--- src/rtl/rf_op_sequencer_pkg.sv ---
// Shared opcode constants and FSM state encoding for the RF op sequencer.
// Latency: n/a (declarations only). Backpressure: n/a.
package rf_op_sequencer_pkg;

    localparam logic [2:0] OP_ADD = 3'd0;
    localparam logic [2:0] OP_SUB = 3'd1;
    localparam logic [2:0] OP_AND = 3'd2;
    localparam logic [2:0] OP_OR  = 3'd3;
    localparam logic [2:0] OP_XOR = 3'd4;
    localparam logic [2:0] OP_SHL = 3'd5;
    localparam logic [2:0] OP_SHR = 3'd6;
    localparam logic [2:0] OP_LDI = 3'd7;

    typedef enum logic [1:0] {
        S_IDLE = 2'd0,
        S_RD   = 2'd1,
        S_EX   = 2'd2,
        S_WB   = 2'd3
    } state_t;

endpackage

--- src/rtl/rf_op_sequencer_alu.sv ---
// Combinational ALU for the sequencer EX stage; arithmetic wraps, shifts use low log2(BW_DATA) bits of B.
// Latency: 0 cycles. Backpressure: none (pure function of its inputs).
module rf_alu
    import rf_op_sequencer_pkg::*;
#(
    parameter int BW_DATA = 16
) (
    input  logic [2:0]         i_op,
    input  logic [BW_DATA-1:0] i_a,
    input  logic [BW_DATA-1:0] i_b,
    input  logic [BW_DATA-1:0] i_imm,
    output logic [BW_DATA-1:0] o_result
);

    localparam int SHW = (BW_DATA > 1) ? $clog2(BW_DATA) : 1;

    logic [SHW-1:0] w_sh;
    assign w_sh = i_b[SHW-1:0];

    always_comb begin
        o_result = '0;
        case (i_op)
            OP_ADD:  o_result = i_a + i_b;
            OP_SUB:  o_result = i_a - i_b;
            OP_AND:  o_result = i_a & i_b;
            OP_OR:   o_result = i_a | i_b;
            OP_XOR:  o_result = i_a ^ i_b;
            OP_SHL:  o_result = i_a << w_sh;
            OP_SHR:  o_result = i_a >> w_sh;
            default: o_result = i_imm;
        endcase
    end

endmodule

--- src/rtl/rf_op_sequencer.sv ---
// Single-client micro-sequencer for a 2R/1W RF: IDLE->RD->EX->WB, one op per 4 cycles.
// Latency: accept at edge k, RF write commits at edge k+3. Backpressure: o_cmd_ready only in IDLE.
module rf_op_sequencer
    import rf_op_sequencer_pkg::*;
#(
    parameter int BW_DATA = 16,
    parameter int BW_ADDR = 4
) (
    input  logic               i_clk,
    input  logic               i_rst,
    input  logic               i_cmd_valid,
    output logic               o_cmd_ready,
    input  logic [2:0]         i_cmd_op,
    input  logic [BW_ADDR-1:0] i_cmd_rs0,
    input  logic [BW_ADDR-1:0] i_cmd_rs1,
    input  logic [BW_ADDR-1:0] i_cmd_rd,
    input  logic [BW_DATA-1:0] i_cmd_imm,
    output logic [BW_ADDR-1:0] o_rf_rd_addr0,
    output logic [BW_ADDR-1:0] o_rf_rd_addr1,
    input  logic [BW_DATA-1:0] i_rf_rd_data0,
    input  logic [BW_DATA-1:0] i_rf_rd_data1,
    output logic               o_rf_wr_en,
    output logic [BW_ADDR-1:0] o_rf_wr_addr,
    output logic [BW_DATA-1:0] o_rf_wr_data,
    output logic               o_done,
    output logic [BW_DATA-1:0] o_result,
    output logic               o_zero
);

    state_t               r_state;
    state_t               w_next;
    logic                 w_accept;
    logic [2:0]           r_op;
    logic [BW_ADDR-1:0]   r_rs0;
    logic [BW_ADDR-1:0]   r_rs1;
    logic [BW_ADDR-1:0]   r_rd;
    logic [BW_DATA-1:0]   r_imm;
    logic [BW_DATA-1:0]   r_a;
    logic [BW_DATA-1:0]   r_b;
    logic [BW_DATA-1:0]   r_res;
    logic [BW_DATA-1:0]   r_result;
    logic                 r_zero;
    logic [BW_DATA-1:0]   w_alu;

    always_ff @(posedge i_clk) begin
        if (i_rst) begin
            r_state <= S_IDLE;
        end else begin
            r_state <= w_next;
        end
    end

    // Write-side strobes are masked by i_rst so a reset landing in WB never commits.
    always_comb begin
        w_next      = r_state;
        o_cmd_ready = 1'b0;
        o_rf_wr_en  = 1'b0;
        o_done      = 1'b0;
        w_accept    = 1'b0;
        case (r_state)
            S_IDLE: begin
                o_cmd_ready = 1'b1;
                w_accept    = i_cmd_valid;
                if (i_cmd_valid) begin
                    w_next = S_RD;
                end
            end
            S_RD: w_next = S_EX;
            S_EX: w_next = S_WB;
            S_WB: begin
                o_rf_wr_en = ~i_rst;
                o_done     = ~i_rst;
                w_next     = S_IDLE;
            end
            default: w_next = S_IDLE;
        endcase
    end

    always_ff @(posedge i_clk) begin
        if (i_rst) begin
            r_op     <= '0;
            r_rs0    <= '0;
            r_rs1    <= '0;
            r_rd     <= '0;
            r_imm    <= '0;
            r_a      <= '0;
            r_b      <= '0;
            r_res    <= '0;
            r_result <= '0;
            r_zero   <= 1'b1;
        end else begin
            if (w_accept) begin
                r_op  <= i_cmd_op;
                r_rs0 <= i_cmd_rs0;
                r_rs1 <= i_cmd_rs1;
                r_rd  <= i_cmd_rd;
                r_imm <= i_cmd_imm;
            end
            if (r_state == S_RD) begin
                r_a <= i_rf_rd_data0;
                r_b <= i_rf_rd_data1;
            end
            if (r_state == S_EX) begin
                r_res <= w_alu;
            end
            if (r_state == S_WB) begin
                r_result <= r_res;
                r_zero   <= (r_res == '0);
            end
        end
    end

    rf_alu #(
        .BW_DATA (BW_DATA)
    ) u_alu (
        .i_op     (r_op),
        .i_a      (r_a),
        .i_b      (r_b),
        .i_imm    (r_imm),
        .o_result (w_alu)
    );

    // Read addresses come straight from the captured command, so they hold outside RD.
    assign o_rf_rd_addr0 = r_rs0;
    assign o_rf_rd_addr1 = r_rs1;
    assign o_rf_wr_addr  = r_rd;
    assign o_rf_wr_data  = r_res;
    assign o_result      = r_result;
    assign o_zero        = r_zero;

endmodule

--- config.mk ---
export PLATFORM = sky130hd
export DESIGN_NAME = rf_op_sequencer
export DESIGN_NICKNAME = d
export VERILOG_FILES = /design/src/rtl/rf_op_sequencer_pkg.sv /design/src/rtl/rf_op_sequencer_alu.sv /design/src/rtl/rf_op_sequencer.sv
export SDC_FILE = /design/constraint.sdc
export NUM_CORES = 1
export LEC_CHECK = 0
export CORE_MARGIN = 1.5
export CORE_UTILIZATION = 55
export DETAILED_ROUTE_END_ITERATION = 8
export GPL_ROUTABILITY_DRIVEN = 0
export PLACE_DENSITY = 0.8
export SLEW_MARGIN = 20
export SYNTH_ARGS = -nofsm -noshare
export SYNTH_HDL_FRONTEND = slang
export SYNTH_SLANG_ARGS = --single-unit
--- constraint.sdc ---
create_clock -name i_clk -period 4.3 [get_ports i_clk]
set_input_delay 0.645 -clock i_clk [delete_from_list [all_inputs] [get_ports i_clk]]
set_output_delay 0.645 -clock i_clk [all_outputs]
set_load 0.05 [all_outputs]
==> impl_metrics.py <==
metrics = {
    "logic_synthesis": {
        "yosysWarningCount": 0,
        "synth_ff_type": "dfxtp_1",
        "ys_top_cells_by_count": "129 x nor2_1, 117 x nand2_1, 98 x dfxtp_1",
        "yosysSeqAreaShare_pct": 27.96,
        "synth_area_leader_cell": "dfxtp_1",
        "syn_inst": 888,
        "synth.avg_cell_area_um2": 7.902,
        "synth_area_um2": 7017,
        "async_flop_share_pct": 0,
        "synth_nets": 1008,
        "synth_top_area_share_pct": 27.96,
        "synth_seq_cells": 98,
        "yosys-top-cells-area": "dfxtp_1 28%, mux2i_1 11%, ha_1 9.5%",
        "synth_most_common_cell": "nor2_1",
        "synth_enable_flop_cells": 0,
        "ys_types": 73,
    },
    "power": {
        "leakagePower_nw": 3.161,
        "power.density_nw_per_um2": 706.5,
        "ir_drop_v": 0.0003403,
        "finalPower_mw": 5.935,
    },
    "floorplan": {
        "initial_core_util_pct": 56.06,
        "die_area_um2": 13440,
        "ios": 114,
        "die_h_um": 116.0,
        "core_um2": 12520,
        "row_count": 41,
        "die_w_um": 116.0,
    },
    "flow_run": {
        "cap_violations": 0,
    },
    "drt": {
        "num_vias": 6984,
        "first_pass_iters": 7,
        "wl_mm": 21.34,
        "wl_per_cell_um": 18.80,
        "vias_per_cell": 6.153,
        "postRouteAntennaNets": 0,
        "drc": 0,
        "drt_iter0_drc": 979,
    },
    "timing": {
        "worst_pin_slew_ns": 1.020,
        "skew_ns": 0.01124,
        "final_max_slew_viol_count": 0,
        "relSlewSlack_pct": 32.01,
        "final_hold_viol_count": 0,
        "fmax_ghz": 0.2606,
        "rsz0062_at_grt": "false",
        "post-route-min-period_ns": 3.838,
        "setup_viol": 0,
        "tns_ns": 0,
        "period_share_pct": 89.24,
    },
    "critical_path": {
        "criticalPathCategory": "reg2reg",
        "reg2reg_from": "r_op[2]",
        "cp_max_fo": 15,
        "r2r_slack_ns": 0.46,
        "r2r_end": "o_rf_wr_data[12]",
        "crit_required_ns": 4.55,
        "crit_path_end_kind": "flop",
        "start_kind": "flop",
        "critical_path_arrival_ns": 4.09,
        "reg2regPathDepth": 13,
    },
    "hold_path": {
        "hp-start": "o_rf_rd_addr1[2]",
        "hold_path_class": "reg2reg",
        "hold_depth": 2,
        "holdPathEnd": "o_rf_rd_addr1[2]",
    },
    "clock_tree": {
        "cts.repair.resized": 0,
        "post_cts_buffers": 0,
        "clkSlewWorstSetupHoldPaths_ns": 0.08,
        "ctsLongestPathBuffers": 2,
        "clk_latency_ns": 0.36,
        "cts_root_buf": "clkbuf_16",
        "htreeDepth": 3,
        "cts_tree": "yes",
        "postCtsHoldBufs": 0,
        "clock_sinks": 98,
        "cts_buffers": 9,
    },
    "global_route": {
        "grt_first_pass_wirelength_mm": 33.79,
        "grt_max_degree": 53,
        "antenna_found_initial": 0,
        "grt_usage_pct": 32.49,
        "gr-total-overflow": 0,
        "grt_pass1_vias": 6390,
    },
    "placement": {
        "place_area_um2": 8119,
        "dpl.hpwl_mm": 15.36,
        "port_buffers": 113,
    },
    "final_layout": {
        "drive_above_1_share_pct": 5.504,
        "syn2layout_area_growth_pct": 19.72,
        "utilization_pct": 67.11,
        "antenna_cells": 0,
        "fin_nets": 1078,
        "fillers": 1098,
        "stdcell_area_um2": 8401,
    },
    "run_status": {
        "status": "completed",
    },
}
-- worst max path at each step --
stage,cells past startpoint,slack [ns],from,to
global placement,13,0.72,r_op[2],o_rf_wr_data[9]
detailed placement,13,0.57,r_op[2],o_rf_wr_data[9]
CTS,13,0.55,r_op[2],o_rf_wr_data[9]
finish,13,0.46,r_op[2],o_rf_wr_data[12]
floorplan,16,1.02,r_b[0],o_rf_wr_data[15]
global route,13,0.23,r_op[2],o_rf_wr_data[12]
-- cell usage in the layout, fill, tap and decap left out, drive strengths merged, types with 3 or more instances in the layout --
| master | n |
|---|---|
| a2bb2oi | 3 |
| or3 | 3 |
| o211ai | 5 |
| nand2b | 6 |
| nor3 | 12 |
| a221oi | 9 |
| a2111oi | 8 |
| o22ai | 7 |
| a21oi | 70 |
| clkbuf | 10 |
| and3 | 3 |
| xnor2 | 21 |
| o311a | 3 |
| o21ai | 44 |
| a211oi | 14 |
| mux2i | 75 |
| nor4 | 8 |
| nor2b | 4 |
| xor2 | 7 |
| and2 | 3 |
| inv | 46 |
| buf | 9 |
| nand3 | 6 |
| nand2 | 117 |
| mux4 | 5 |
| a221o | 4 |
| dfxtp | 98 |
| mux2 | 7 |
| nor2 | 130 |
| ha | 53 |
| a21o | 5 |
| nand4 | 3 |
| or2b | 3 |
| o31ai | 4 |
| o221ai | 3 |
| a31oi | 6 |
| clkdlybuf4s50 | 112 |
| o32ai | 6 |
-- critical path, stage by stage (launching register included) --
cell and delay [ns]:
dfxtp_1 0.43, inv_1 0.41, nand2_1 0.27, nor2_1 0.48
nor2_1 0.11, xnor2_1 0.15, ha_1 0.35, and2b_1 0.20
o2111ai_1 0.33, a31oi_1 0.19, o221ai_1 0.23, xnor2_1 0.14
a211oi_1 0.09, a2111oi_0 0.35
-- cell type report --
type | instances | area (um2) | area share, %
Clock inverter | 6 | 48.80 | 0.5809
Multi-Input combinational cell | 684 | 4591 | 54.65
Sequential cell | 98 | 1963 | 23.37
Inverter | 44 | 165.2 | 1.966
Tap cell | 172 | 215.2 | 2.562
Clock buffer | 10 | 229.0 | 2.726
Timing Repair Buffer | 121 | 1189 | 14.15
-- where the power goes --
part / switching [mW] / internal [mW]
Clock: 0.388 / 0.399
Combinational: 2.27 / 1.48
Sequential: 0.297 / 1.10
-- routing by layer --
metal | global-route usage (%) | wire [um] | vias to the layer above
met1 | 44.17 | 8830 | 3236
met3 | 8.264 | 2172 | 83
li1 | - | - | 3257
met4 | 14.15 | 902 | 0
met5 | 0 | 0 | -
met2 | 48.71 | 9438 | 408
-- per-stage QoR --
stage / worst slack [ns] / cells / hold WS [ns]
final: 0.4625 / 1135 / 0.4548
after global routing: 0.2299 / 1135 / 0.4754
after CTS: 0.5498 / 1135 / 0.4566
after detailed placement: 0.5723 / 1119 / 0.4469
after global placement: 0.7217 / 1119 / 0.4414
after floorplan: 1.018 / 888 / 0.4324
-- flip-flops by register name, summed over array words and instances, names as in the netlist --
register	flops
o_result	16
o_rf_rd_addr0	4
o_rf_rd_addr1	4
o_rf_wr_addr	4
o_rf_wr_data	16
o_zero	1
r_a	16
r_b	16
r_imm	16
r_op	3
r_state	2
-- cells by family (layout without fill, tap and decap cells) --
kind of cell               after synthesis  after routing  synth area share, %
buffers and inverters                  106            181                6.705
xor gates and xnor gates                28             28                3.495
AOI/OAI and AO/OA                      213            213                19.99
adders and majority gates               54             54                9.736
and+or+nand+nor                        302            302                18.69
DFF                                     98             98                27.96
muxes                                   87             87                13.43
No activity file was read; power rests on OpenSTA's default activity.
